$ cat src/rtl/sys_pkg.sv
// Shared encodings for the machine-mode trap/CSR sequencer:
// system op codes, CSR sub-ops, CSR numbers, cause codes, FSM states.
package sys_pkg;

  localparam logic [2:0] SYS_NONE   = 3'd0;
  localparam logic [2:0] SYS_CSR    = 3'd1;
  localparam logic [2:0] SYS_ECALL  = 3'd2;
  localparam logic [2:0] SYS_EBREAK = 3'd3;
  localparam logic [2:0] SYS_MRET   = 3'd4;

  localparam logic [2:0] F3_CSRRW  = 3'b001;
  localparam logic [2:0] F3_CSRRS  = 3'b010;
  localparam logic [2:0] F3_CSRRC  = 3'b011;
  localparam logic [2:0] F3_CSRRWI = 3'b101;
  localparam logic [2:0] F3_CSRRSI = 3'b110;
  localparam logic [2:0] F3_CSRRCI = 3'b111;

  localparam logic [11:0] CSR_MSTATUS = 12'h300;
  localparam logic [11:0] CSR_MTVEC   = 12'h305;
  localparam logic [11:0] CSR_MEPC    = 12'h341;
  localparam logic [11:0] CSR_MCAUSE  = 12'h342;

  localparam logic [3:0] CAUSE_ILLEGAL = 4'd2;
  localparam logic [3:0] CAUSE_BREAK   = 4'd3;
  localparam logic [3:0] CAUSE_ECALL_M = 4'd11;

  typedef enum logic [2:0] {
    S_IDLE,
    S_CSR_RD,
    S_CSR_WR,
    S_TRAP,
    S_RET,
    S_REDIR
  } state_t;

  // Only the four implemented CSRs and the six real sub-ops are legal.
  function automatic logic csr_legal(
    input logic [11:0] addr,
    input logic [2:0]  f3
  );
    logic a_ok;
    logic f_ok;
    a_ok = (addr == CSR_MSTATUS) || (addr == CSR_MTVEC) ||
           (addr == CSR_MEPC)    || (addr == CSR_MCAUSE);
    f_ok = (f3 == F3_CSRRW)  || (f3 == F3_CSRRS)  ||
           (f3 == F3_CSRRC)  || (f3 == F3_CSRRWI) ||
           (f3 == F3_CSRRSI) || (f3 == F3_CSRRCI);
    return a_ok && f_ok;
  endfunction

endpackage

$ cat src/rtl/trap_ctrl_if.sv
// EXU/IFU/CSR-file bundle seen by the trap sequencer.
// master = the sequencer, slave = the surrounding pipeline and CSR file.
interface trap_ctrl_if #(
  parameter int DATA_WIDTH = 32
);
  logic                  in_valid;
  logic                  in_ready;
  logic [2:0]            in_op;
  logic [2:0]            in_funct3;
  logic [11:0]           in_csr_addr;
  logic [DATA_WIDTH-1:0] in_src;
  logic                  in_src_zero;
  logic [DATA_WIDTH-1:0] in_pc;
  logic                  done;
  logic                  rd_wen;
  logic [DATA_WIDTH-1:0] rd_wdata;
  logic                  redirect_valid;
  logic [DATA_WIDTH-1:0] redirect_pc;
  logic [DATA_WIDTH-1:0] csr_addr;
  logic                  csr_wen;
  logic [DATA_WIDTH-1:0] csr_wdata;
  logic [DATA_WIDTH-1:0] csr_rdata;
  logic                  intr;
  logic [DATA_WIDTH-1:0] intr_NO;
  logic [DATA_WIDTH-1:0] intr_epc;
  logic [DATA_WIDTH-1:0] intr_mtvec;
  logic                  mret;
  logic [DATA_WIDTH-1:0] mret_mepc;

  modport master (
    input  in_valid, in_op, in_funct3, in_csr_addr,
    input  in_src, in_src_zero, in_pc,
    input  csr_rdata, intr_mtvec, mret_mepc,
    output in_ready, done, rd_wen, rd_wdata,
    output redirect_valid, redirect_pc,
    output csr_addr, csr_wen, csr_wdata,
    output intr, intr_NO, intr_epc, mret
  );

  modport slave (
    output in_valid, in_op, in_funct3, in_csr_addr,
    output in_src, in_src_zero, in_pc,
    output csr_rdata, intr_mtvec, mret_mepc,
    input  in_ready, done, rd_wen, rd_wdata,
    input  redirect_valid, redirect_pc,
    input  csr_addr, csr_wen, csr_wdata,
    input  intr, intr_NO, intr_epc, mret
  );
endinterface

$ cat src/rtl/csr_alu.sv
// Read-modify-write arithmetic for CSR instructions.
// sel is funct3[1:0]: 01 write, 10 set bits, 11 clear bits.
module csr_alu #(
  parameter int DATA_WIDTH = 32
) (
  input  logic [1:0]            sel,
  input  logic [DATA_WIDTH-1:0] old,
  input  logic [DATA_WIDTH-1:0] src,
  input  logic                  src_zero,
  output logic [DATA_WIDTH-1:0] wdata,
  output logic                  write_en
);

  // Set/clear with a zero operand must not write (side-effect free read).
  always_comb begin
    wdata    = old;
    write_en = 1'b0;
    case (sel)
      2'b01: begin
        wdata    = src;
        write_en = 1'b1;
      end
      2'b10: begin
        wdata    = old | src;
        write_en = !src_zero;
      end
      2'b11: begin
        wdata    = old & ~src;
        write_en = !src_zero;
      end
      default: begin
        wdata    = old;
        write_en = 1'b0;
      end
    endcase
  end

endmodule

$ cat src/rtl/trap_ctrl.sv
// Machine-mode system-instruction sequencer: CSR read/write,
// trap entry, mret, and the resulting rd write-back / PC redirect.
module trap_ctrl
  import sys_pkg::*;
#(
  parameter int DATA_WIDTH = 32
) (
  input  logic         clk,
  input  logic         rst,
  trap_ctrl_if.master  bus
);

  state_t                state;
  state_t                state_n;
  state_t                dec_state;
  logic [3:0]            dec_cause;
  logic                  accept;

  logic [1:0]            sel_q;
  logic [11:0]           addr_q;
  logic [DATA_WIDTH-1:0] src_q;
  logic                  zero_q;
  logic [DATA_WIDTH-1:0] pc_q;
  logic [3:0]            cause_q;
  logic [DATA_WIDTH-1:0] old_q;
  logic [DATA_WIDTH-1:0] wdata_q;
  logic                  wen_q;
  logic [DATA_WIDTH-1:0] target_q;

  logic [DATA_WIDTH-1:0] alu_wdata;
  logic                  alu_wen;

  assign accept = bus.in_valid && (state == S_IDLE);

  csr_alu #(
    .DATA_WIDTH(DATA_WIDTH)
  ) u_alu (
    .sel      (sel_q),
    .old      (bus.csr_rdata),
    .src      (src_q),
    .src_zero (zero_q),
    .wdata    (alu_wdata),
    .write_en (alu_wen)
  );

  // Classify the incoming op; anything unrecognised traps as illegal.
  always_comb begin
    dec_state = S_TRAP;
    dec_cause = CAUSE_ILLEGAL;
    unique case (1'b1)
      (bus.in_op == SYS_CSR) &&
      csr_legal(bus.in_csr_addr, bus.in_funct3): begin
        dec_state = S_CSR_RD;
      end
      bus.in_op == SYS_ECALL: begin
        dec_cause = CAUSE_ECALL_M;
      end
      bus.in_op == SYS_EBREAK: begin
        dec_cause = CAUSE_BREAK;
      end
      bus.in_op == SYS_MRET: begin
        dec_state = S_RET;
      end
      bus.in_op == SYS_NONE: begin
        dec_cause = CAUSE_ILLEGAL;
      end
      default: begin
        dec_cause = CAUSE_ILLEGAL;
      end
    endcase
  end

  // State register.
  always_ff @(posedge clk) begin
    if (rst) begin
      state <= S_IDLE;
    end else begin
      state <= state_n;
    end
  end

  // Next state and Moore-decoded strobes.
  always_comb begin
    state_n            = state;
    bus.in_ready       = 1'b0;
    bus.done           = 1'b0;
    bus.rd_wen         = 1'b0;
    bus.rd_wdata       = '0;
    bus.redirect_valid = 1'b0;
    bus.redirect_pc    = '0;
    bus.csr_addr       = '0;
    bus.csr_wen        = 1'b0;
    bus.csr_wdata      = '0;
    bus.intr           = 1'b0;
    bus.intr_NO        = '0;
    bus.intr_epc       = '0;
    bus.mret           = 1'b0;
    case (state)
      S_IDLE: begin
        bus.in_ready = 1'b1;
        if (bus.in_valid) state_n = dec_state;
      end
      S_CSR_RD: begin
        bus.csr_addr = {{(DATA_WIDTH-12){1'b0}}, addr_q};
        state_n      = S_CSR_WR;
      end
      S_CSR_WR: begin
        bus.csr_addr  = {{(DATA_WIDTH-12){1'b0}}, addr_q};
        bus.csr_wdata = wdata_q;
        bus.csr_wen   = wen_q;
        bus.rd_wen    = 1'b1;
        bus.rd_wdata  = old_q;
        bus.done      = 1'b1;
        state_n       = S_IDLE;
      end
      S_TRAP: begin
        bus.intr     = 1'b1;
        bus.intr_NO  = {{(DATA_WIDTH-4){1'b0}}, cause_q};
        bus.intr_epc = pc_q;
        state_n      = S_REDIR;
      end
      S_RET: begin
        bus.mret = 1'b1;
        state_n  = S_REDIR;
      end
      S_REDIR: begin
        bus.redirect_valid = 1'b1;
        bus.redirect_pc    = target_q;
        bus.done           = 1'b1;
        state_n            = S_IDLE;
      end
      default: begin
        state_n = S_IDLE;
      end
    endcase
  end

  // Operand capture at acceptance; CSR result and redirect target
  // captured in the cycle that presents the read / trap strobe.
  always_ff @(posedge clk) begin
    if (rst) begin
      sel_q    <= '0;
      addr_q   <= '0;
      src_q    <= '0;
      zero_q   <= 1'b0;
      pc_q     <= '0;
      cause_q  <= '0;
      old_q    <= '0;
      wdata_q  <= '0;
      wen_q    <= 1'b0;
      target_q <= '0;
    end else begin
      if (accept) begin
        sel_q   <= bus.in_funct3[1:0];
        addr_q  <= bus.in_csr_addr;
        src_q   <= bus.in_src;
        zero_q  <= bus.in_src_zero;
        pc_q    <= bus.in_pc;
        cause_q <= dec_cause;
      end
      if (state == S_CSR_RD) begin
        old_q   <= bus.csr_rdata;
        wdata_q <= alu_wdata;
        wen_q   <= alu_wen;
      end
      if (state == S_TRAP) target_q <= bus.intr_mtvec;
      if (state == S_RET)  target_q <= bus.mret_mepc;
    end
  end

endmodule
$ cat src/flat_wrapper.sv
// flat-port wrapper written by rule: the top's interface ports become plain ports
module trap_ctrl_flat import sys_pkg::*;
#(
  parameter int DATA_WIDTH = 32
)
  (clk, rst, bus_in_valid, bus_in_op, bus_in_funct3, bus_in_csr_addr, bus_in_src, bus_in_src_zero, bus_in_pc, bus_csr_rdata, bus_intr_mtvec, bus_mret_mepc, bus_in_ready, bus_done, bus_rd_wen, bus_rd_wdata, bus_redirect_valid, bus_redirect_pc, bus_csr_addr, bus_csr_wen, bus_csr_wdata, bus_intr, bus_intr_NO, bus_intr_epc, bus_mret);
  trap_ctrl_if #(.DATA_WIDTH(DATA_WIDTH)) bus_i ();
  input  logic clk;
  input  logic rst;
  input wire logic [$bits(bus_i.in_valid)-1:0] bus_in_valid;
  input wire logic [$bits(bus_i.in_op)-1:0] bus_in_op;
  input wire logic [$bits(bus_i.in_funct3)-1:0] bus_in_funct3;
  input wire logic [$bits(bus_i.in_csr_addr)-1:0] bus_in_csr_addr;
  input wire logic [$bits(bus_i.in_src)-1:0] bus_in_src;
  input wire logic [$bits(bus_i.in_src_zero)-1:0] bus_in_src_zero;
  input wire logic [$bits(bus_i.in_pc)-1:0] bus_in_pc;
  input wire logic [$bits(bus_i.csr_rdata)-1:0] bus_csr_rdata;
  input wire logic [$bits(bus_i.intr_mtvec)-1:0] bus_intr_mtvec;
  input wire logic [$bits(bus_i.mret_mepc)-1:0] bus_mret_mepc;
  output wire logic [$bits(bus_i.in_ready)-1:0] bus_in_ready;
  output wire logic [$bits(bus_i.done)-1:0] bus_done;
  output wire logic [$bits(bus_i.rd_wen)-1:0] bus_rd_wen;
  output wire logic [$bits(bus_i.rd_wdata)-1:0] bus_rd_wdata;
  output wire logic [$bits(bus_i.redirect_valid)-1:0] bus_redirect_valid;
  output wire logic [$bits(bus_i.redirect_pc)-1:0] bus_redirect_pc;
  output wire logic [$bits(bus_i.csr_addr)-1:0] bus_csr_addr;
  output wire logic [$bits(bus_i.csr_wen)-1:0] bus_csr_wen;
  output wire logic [$bits(bus_i.csr_wdata)-1:0] bus_csr_wdata;
  output wire logic [$bits(bus_i.intr)-1:0] bus_intr;
  output wire logic [$bits(bus_i.intr_NO)-1:0] bus_intr_NO;
  output wire logic [$bits(bus_i.intr_epc)-1:0] bus_intr_epc;
  output wire logic [$bits(bus_i.mret)-1:0] bus_mret;
  assign bus_i.in_valid = bus_in_valid;
  assign bus_i.in_op = bus_in_op;
  assign bus_i.in_funct3 = bus_in_funct3;
  assign bus_i.in_csr_addr = bus_in_csr_addr;
  assign bus_i.in_src = bus_in_src;
  assign bus_i.in_src_zero = bus_in_src_zero;
  assign bus_i.in_pc = bus_in_pc;
  assign bus_i.csr_rdata = bus_csr_rdata;
  assign bus_i.intr_mtvec = bus_intr_mtvec;
  assign bus_i.mret_mepc = bus_mret_mepc;
  assign bus_in_ready = bus_i.in_ready;
  assign bus_done = bus_i.done;
  assign bus_rd_wen = bus_i.rd_wen;
  assign bus_rd_wdata = bus_i.rd_wdata;
  assign bus_redirect_valid = bus_i.redirect_valid;
  assign bus_redirect_pc = bus_i.redirect_pc;
  assign bus_csr_addr = bus_i.csr_addr;
  assign bus_csr_wen = bus_i.csr_wen;
  assign bus_csr_wdata = bus_i.csr_wdata;
  assign bus_intr = bus_i.intr;
  assign bus_intr_NO = bus_i.intr_NO;
  assign bus_intr_epc = bus_i.intr_epc;
  assign bus_mret = bus_i.mret;
  trap_ctrl #(.DATA_WIDTH(DATA_WIDTH)) u_core (.clk(clk), .rst(rst), .bus(bus_i));
endmodule
$ cat config.mk
export PLATFORM = sky130hd
export DESIGN_NAME = trap_ctrl_flat
export DESIGN_NICKNAME = d
export VERILOG_FILES = /design/src/rtl/sys_pkg.sv /design/src/rtl/trap_ctrl_if.sv /design/src/rtl/csr_alu.sv /design/src/rtl/trap_ctrl.sv /design/src/flat_wrapper.sv
export SDC_FILE = /design/constraint.sdc
export NUM_CORES = 1
export LEC_CHECK = 0
export BUFFER_PORTS_ARGS = -buffer_cell sky130_fd_sc_hd__buf_4
export CELL_PAD_IN_SITES_DETAIL_PLACEMENT = 1
export CELL_PAD_IN_SITES_GLOBAL_PLACEMENT = 2
export CORE_MARGIN = 10
export CORE_UTILIZATION = 25
export DETAILED_ROUTE_END_ITERATION = 10
export PLACE_DENSITY_LB_ADDON = 0.1
export SLEW_MARGIN = 20
export SYNTH_ARGS = -nofsm -noshare
export SYNTH_HDL_FRONTEND = slang
export SYNTH_SLANG_ARGS = --single-unit
$ cat constraint.sdc
create_clock -name clk -period 2.1 [get_ports clk]
set_clock_uncertainty 0.2 [all_clocks]
set_input_delay 0.21 -clock clk [delete_from_list [all_inputs] [get_ports clk]]
set_output_delay 0.21 -clock clk [all_outputs]
set_load 0.01 [all_outputs]
==> report_table.html <==
<table>
<tr><th>Metric</th><th>Value</th></tr>
<tr><th colspan="2">Outcome</th></tr>
<tr><td>Result of the run</td><td>complete, but fails checks</td></tr>
<tr><td>Violations in the final reports</td><td>setup timing</td></tr>
<tr><th colspan="2">Timing</th></tr>
<tr><td>Unrepaired setup endpoints after global routing</td><td>true</td></tr>
<tr><td>Final number of max-transition violations</td><td>0</td></tr>
<tr><td>Highest achievable clock rate</td><td>approximately 470 MHz</td></tr>
<tr><td>Final worst path period need</td><td>between 2000 and 2500 ps</td></tr>
<tr><td>Final worst-path setup slack</td><td>-19.75 ps</td></tr>
<tr><td>Endpoints failing setup</td><td>22</td></tr>
<tr><td>Hold Violations, Final</td><td>0</td></tr>
<tr><td>Final hold slack</td><td>98.54 ps</td></tr>
<tr><td>Post-route clock period utilization</td><td>100.9%</td></tr>
<tr><th colspan="2">Setup path</th></tr>
<tr><td>Cell family with the largest share of critical-path delay</td><td>buffers and inverters</td></tr>
<tr><td>Type of element capturing the critical path</td><td>primary output</td></tr>
<tr><td>CP Data Arrival Time</td><td>between 1500 and 2000 ps</td></tr>
<tr><td>Largest stage delay on the critical path</td><td>between 300 and 400 ps</td></tr>
<tr><td>Worst setup path class</td><td>flip-flop to primary output</td></tr>
<tr><td>CP Data Required Time</td><td>around 1700 ps</td></tr>
<tr><td>Critical Path Source Type</td><td>flip-flop</td></tr>
<tr><td>Crit path depth</td><td>6</td></tr>
<tr><td>Slowest library cell on the worst path</td><td>dfxtp_4</td></tr>
<tr><td>Reg-to-Reg End</td><td>u_core.src_q[1]</td></tr>
<tr><td>Worst path cell trace</td><td>nand3b_1 -&gt; inv_4 -&gt; buf_8 -&gt; buf_16 -&gt; and2_4 -&gt; buf_6</td></tr>
<tr><td>CP bufs+invs</td><td>4</td></tr>
<tr><td>CP Max Fanout</td><td>8</td></tr>
<tr><td>Flop2flop setup slack</td><td>about 90 ps</td></tr>
<tr><td>Cells on worst reg2reg path</td><td>6</td></tr>
<tr><td>R2r startpoint</td><td>u_core.state[1]</td></tr>
<tr><th colspan="2">Synthesis</th></tr>
<tr><td>Commonest cells post-synth</td><td>nand2_1, dfxtp_1, a21oi_1</td></tr>
<tr><td>Fraction of the yosys area taken by sequential cells</td><td>about 41%</td></tr>
<tr><td>Syn Area/Cell</td><td>7.536 µm²</td></tr>
<tr><td>Combined area of all synthesized cells</td><td>between 0.008 and 0.009 mm²</td></tr>
<tr><td>Cell count after synthesis</td><td>around 1.2k</td></tr>
<tr><td>Number of synthesized flops with an enable pin</td><td>0</td></tr>
<tr><td>Leading cell type by number of instances after synthesis</td><td>nand2_1</td></tr>
<tr><td>Cell taking the most area after synthesis</td><td>dfxtp_1</td></tr>
<tr><td>Warning count from the yosys run</td><td>0</td></tr>
<tr><td>Share of synthesized registers carrying an async set or reset</td><td>0%</td></tr>
<tr><td>Prevailing post-synth register cell</td><td>dfxtp_1</td></tr>
<tr><td>Top cell type's share of synthesized area</td><td>roughly two fifths</td></tr>
<tr><td>Top area cells in the synthesized netlist</td><td>dfxtp_1, nand2_1, and2_1, a21oi_1, buf_4</td></tr>
<tr><td>Total of flip-flops plus latches after synthesis</td><td>approximately 180</td></tr>
<tr><td>Number of library cell types mapped by synthesis</td><td>32</td></tr>
<tr><th colspan="2">Worst hold path</th></tr>
<tr><td>Cells on Worst Hold Path</td><td>5</td></tr>
<tr><td>WHS Endpoint</td><td>u_core.state[1]</td></tr>
<tr><td>Worst Hold Launch</td><td>bus_in_valid</td></tr>
<tr><td>Type of the tightest min-delay check</td><td>input port to flip-flop</td></tr>
<tr><th colspan="2">Global routing</th></tr>
<tr><td>First-pass GRT wire length</td><td>~61000 µm</td></tr>
<tr><td>Largest net degree at the start of global routing</td><td>between 90 and 100</td></tr>
<tr><td>Total grt overflow</td><td>0</td></tr>
<tr><td>Global-route total usage across every layer</td><td>between 15 and 20%</td></tr>
<tr><td>Via count of the first global-routing pass</td><td>~10k</td></tr>
<tr><td>Number of antenna violations at the first check in global routing</td><td>3</td></tr>
<tr><th colspan="2">Layout</th></tr>
<tr><td>Register Area</td><td>0.003656 mm²</td></tr>
<tr><td>Post-route standard cell area excluding fillers</td><td>~0.015 mm²</td></tr>
<tr><td>Nets</td><td>1848</td></tr>
<tr><td>Fraction of final layout cells with drive strength greater than 1</td><td>around a third</td></tr>
<tr><td>Syn-to-layout area delta</td><td>71.97%</td></tr>
<tr><td>Fill cell total of the finished layout</td><td>roughly 4.1k</td></tr>
<tr><td>Final core occ</td><td>43.87%</td></tr>
<tr><td>Area of the multi-input gates</td><td>between 0.004 and 0.005 mm²</td></tr>
<tr><th colspan="2">Floorplan</th></tr>
<tr><td>Total number of placement rows</td><td>68</td></tr>
<tr><td>Floorplan Core Area</td><td>0.03471 mm²</td></tr>
<tr><td>Total I/O pin count</td><td>around 380</td></tr>
<tr><td>Die width</td><td>~210 µm</td></tr>
<tr><td>Initial cell density of the core</td><td>25.51%</td></tr>
<tr><td>Full die area</td><td>approximately 0.043 mm²</td></tr>
<tr><td>Height of the chip</td><td>208.2 µm</td></tr>
<tr><th colspan="2">Route</th></tr>
<tr><td>DRC violations left</td><td>0</td></tr>
<tr><td>Number of DRC markers in iteration 0</td><td>around 360</td></tr>
<tr><td>Mean routed wirelength per cell</td><td>between 15 and 20 µm</td></tr>
<tr><td>Vias per inst</td><td>roughly 4.5</td></tr>
<tr><td>Total detailed-routing wirelength</td><td>between 40000 and 50000 µm</td></tr>
<tr><td>Detailed-router iteration count before antenna repair</td><td>4</td></tr>
<tr><td>Number of nets still failing antenna checks after routing</td><td>0</td></tr>
<tr><td>Via total after detailed routing</td><td>between 9k and 10k</td></tr>
<tr><th colspan="2">Clocking</th></tr>
<tr><td>H-tree lvl count</td><td>4</td></tr>
<tr><td>CTS clock-pin slew for the worst setup and hold paths</td><td>approximately 70 ps</td></tr>
<tr><td>Skew-Pair Late Insertion Delay</td><td>~450 ps</td></tr>
<tr><td>Number of clock sinks seen by CTS</td><td>roughly 180</td></tr>
<tr><td>TritonCTS clock tree</td><td>yes</td></tr>
<tr><td>Clock Path Buffers</td><td>2</td></tr>
<tr><td>Total CTS buffers</td><td>17</td></tr>
<tr><td>Buffer cell driving the clock tree root</td><td>clkbuf_16</td></tr>
<tr><th colspan="2">Run</th></tr>
<tr><td>Max-cap violation count</td><td>0</td></tr>
<tr><th colspan="2">Power</th></tr>
<tr><td>Power Dens Cells</td><td>around 660 mW/mm²</td></tr>
<tr><td>Leakage power of the design</td><td>6.366 nW</td></tr>
<tr><td>Highest ir drop seen on vdd</td><td>~640 µV</td></tr>
<tr><td>Total power</td><td>slightly above 10 mW</td></tr>
<tr><th colspan="2">Placed design</th></tr>
<tr><td>Weighted congestion at the end of routability-driven global placement</td><td>between 0.7 and 0.8</td></tr>
<tr><td>Detail Placement HPWL</td><td>about 26000 µm</td></tr>
<tr><td>Number of buffer cells added on primary ports</td><td>330</td></tr>
<tr><td>Cell area reported after detailed placement</td><td>~0.012 mm²</td></tr>
</table>
==> timing repair <==
action	CTS	global route
endpoints found under the setup margin	148	214
hold buffers	179	0
pin swaps	25	29
gates cloned	7	10
buffers inserted	14	6
gates resized for setup	88	127
endpoints found under the hold margin	179	0
==> worst reg2reg max path: cells and delay by family, from the launching register on <==
kind	cells	cell delay [ps]
flip-flops	1	360
AO/OA/AOI/OAI	1	60
buffers and inverters	3	530
AND/OR/NAND/NOR	2	740
==> per-layer routing <==
metal  wire (µm)  global-route usage (%)  up-vias
met5          13                       0        -
met4         573                   4.757        2
met3        1712                   3.505       26
met2       20660                   30.59      224
met1       18570                   22.01     4599
li1            -                       -     4772
==> registers in the layout (all words and copies together) (netlist names) <==
signal and cells:
u_core.src_q 32, u_core.old_q 32, u_core.addr_q 12, u_core.wen_q 1
u_core.sel_q 2, u_core.target_q 32, u_core.state 3, u_core.cause_q 3
u_core.wdata_q 32, u_core.pc_q 32, u_core.zero_q 1
==> cell families (layout without fill, tap and decap cells) <==
kind of cell	after synthesis	after routing	synth area share (%)
buffers and inverters	146	602	9.284
other	1	50	0.04235
flip-flops	182	182	41.15
AND/OR/NAND/NOR	560	560	28.70
XOR/XNOR	1	1	0.09893
AO/OA/AOI/OAI	253	253	16.66
multiplexers	32	32	4.070
==> where the power goes <==
group	switching, mW	internal (mW)	total, mW
combinational	1.39	1.31	2.70
clock	1.58	1.79	3.36
sequential	0.224	3.82	4.04
total	3.19	6.92	10.1
==> how the worst max path moves through the flow <==
| stage | to | startpoint | slack [ps] |
|---|---|---|---|
| floorplan | bus_csr_wdata[0] | u_core.state[2] | 330 |
| global placement | bus_csr_addr[11] | u_core.state[1] | 180 |
| detailed placement | bus_csr_addr[11] | u_core.state[1] | 210 |
| CTS | bus_csr_addr[5] | u_core.state[2] | -90 |
| global route | bus_redirect_pc[6] | u_core.state[2] | -100 |
| finish | bus_intr_epc[0] | u_core.state[2] | -20 |
==> layout make-up <==
class	count	area share [%]
Clock buffer	17	2.794
Antenna cell	1	0.01643
Sequential cell	182	24.01
Multi-Input combinational cell	895	32.00
Inverter	2	0.06574
Clock inverter	15	1.118
Timing Repair Buffer	568	36.26
Tap cell	455	3.739
==> cell usage in the layout (no fill, tap or decap), drive strengths merged, types with 3 or more instances in the layout <==
| master | n |
|---|---|
| clkinv | 4 |
| conb | 49 |
| buf | 380 |
| a211oi | 33 |
| o21ai | 35 |
| clkinvlp | 3 |
| mux2 | 32 |
| a311oi | 32 |
| and2 | 134 |
| clkbuf | 25 |
| dlygate4sd3 | 179 |
| inv | 8 |
| nand2 | 291 |
| nor2b | 13 |
| nor2 | 107 |
| a21oi | 151 |
| nor3b | 3 |
| dfxtp | 182 |
==> per-stage QoR <==
step	setup TNS (ps)	worst slack [ps]	instances
after CTS	-6578	-94.90	2121
after floorplan	0	328.9	1223
after global routing	-7731	-99.31	2135
after detailed placement	0	209.2	1890
after global placement	0	184.1	1890
final	-191.2	-19.75	2135
No activity file was read; power rests on OpenSTA's default activity.
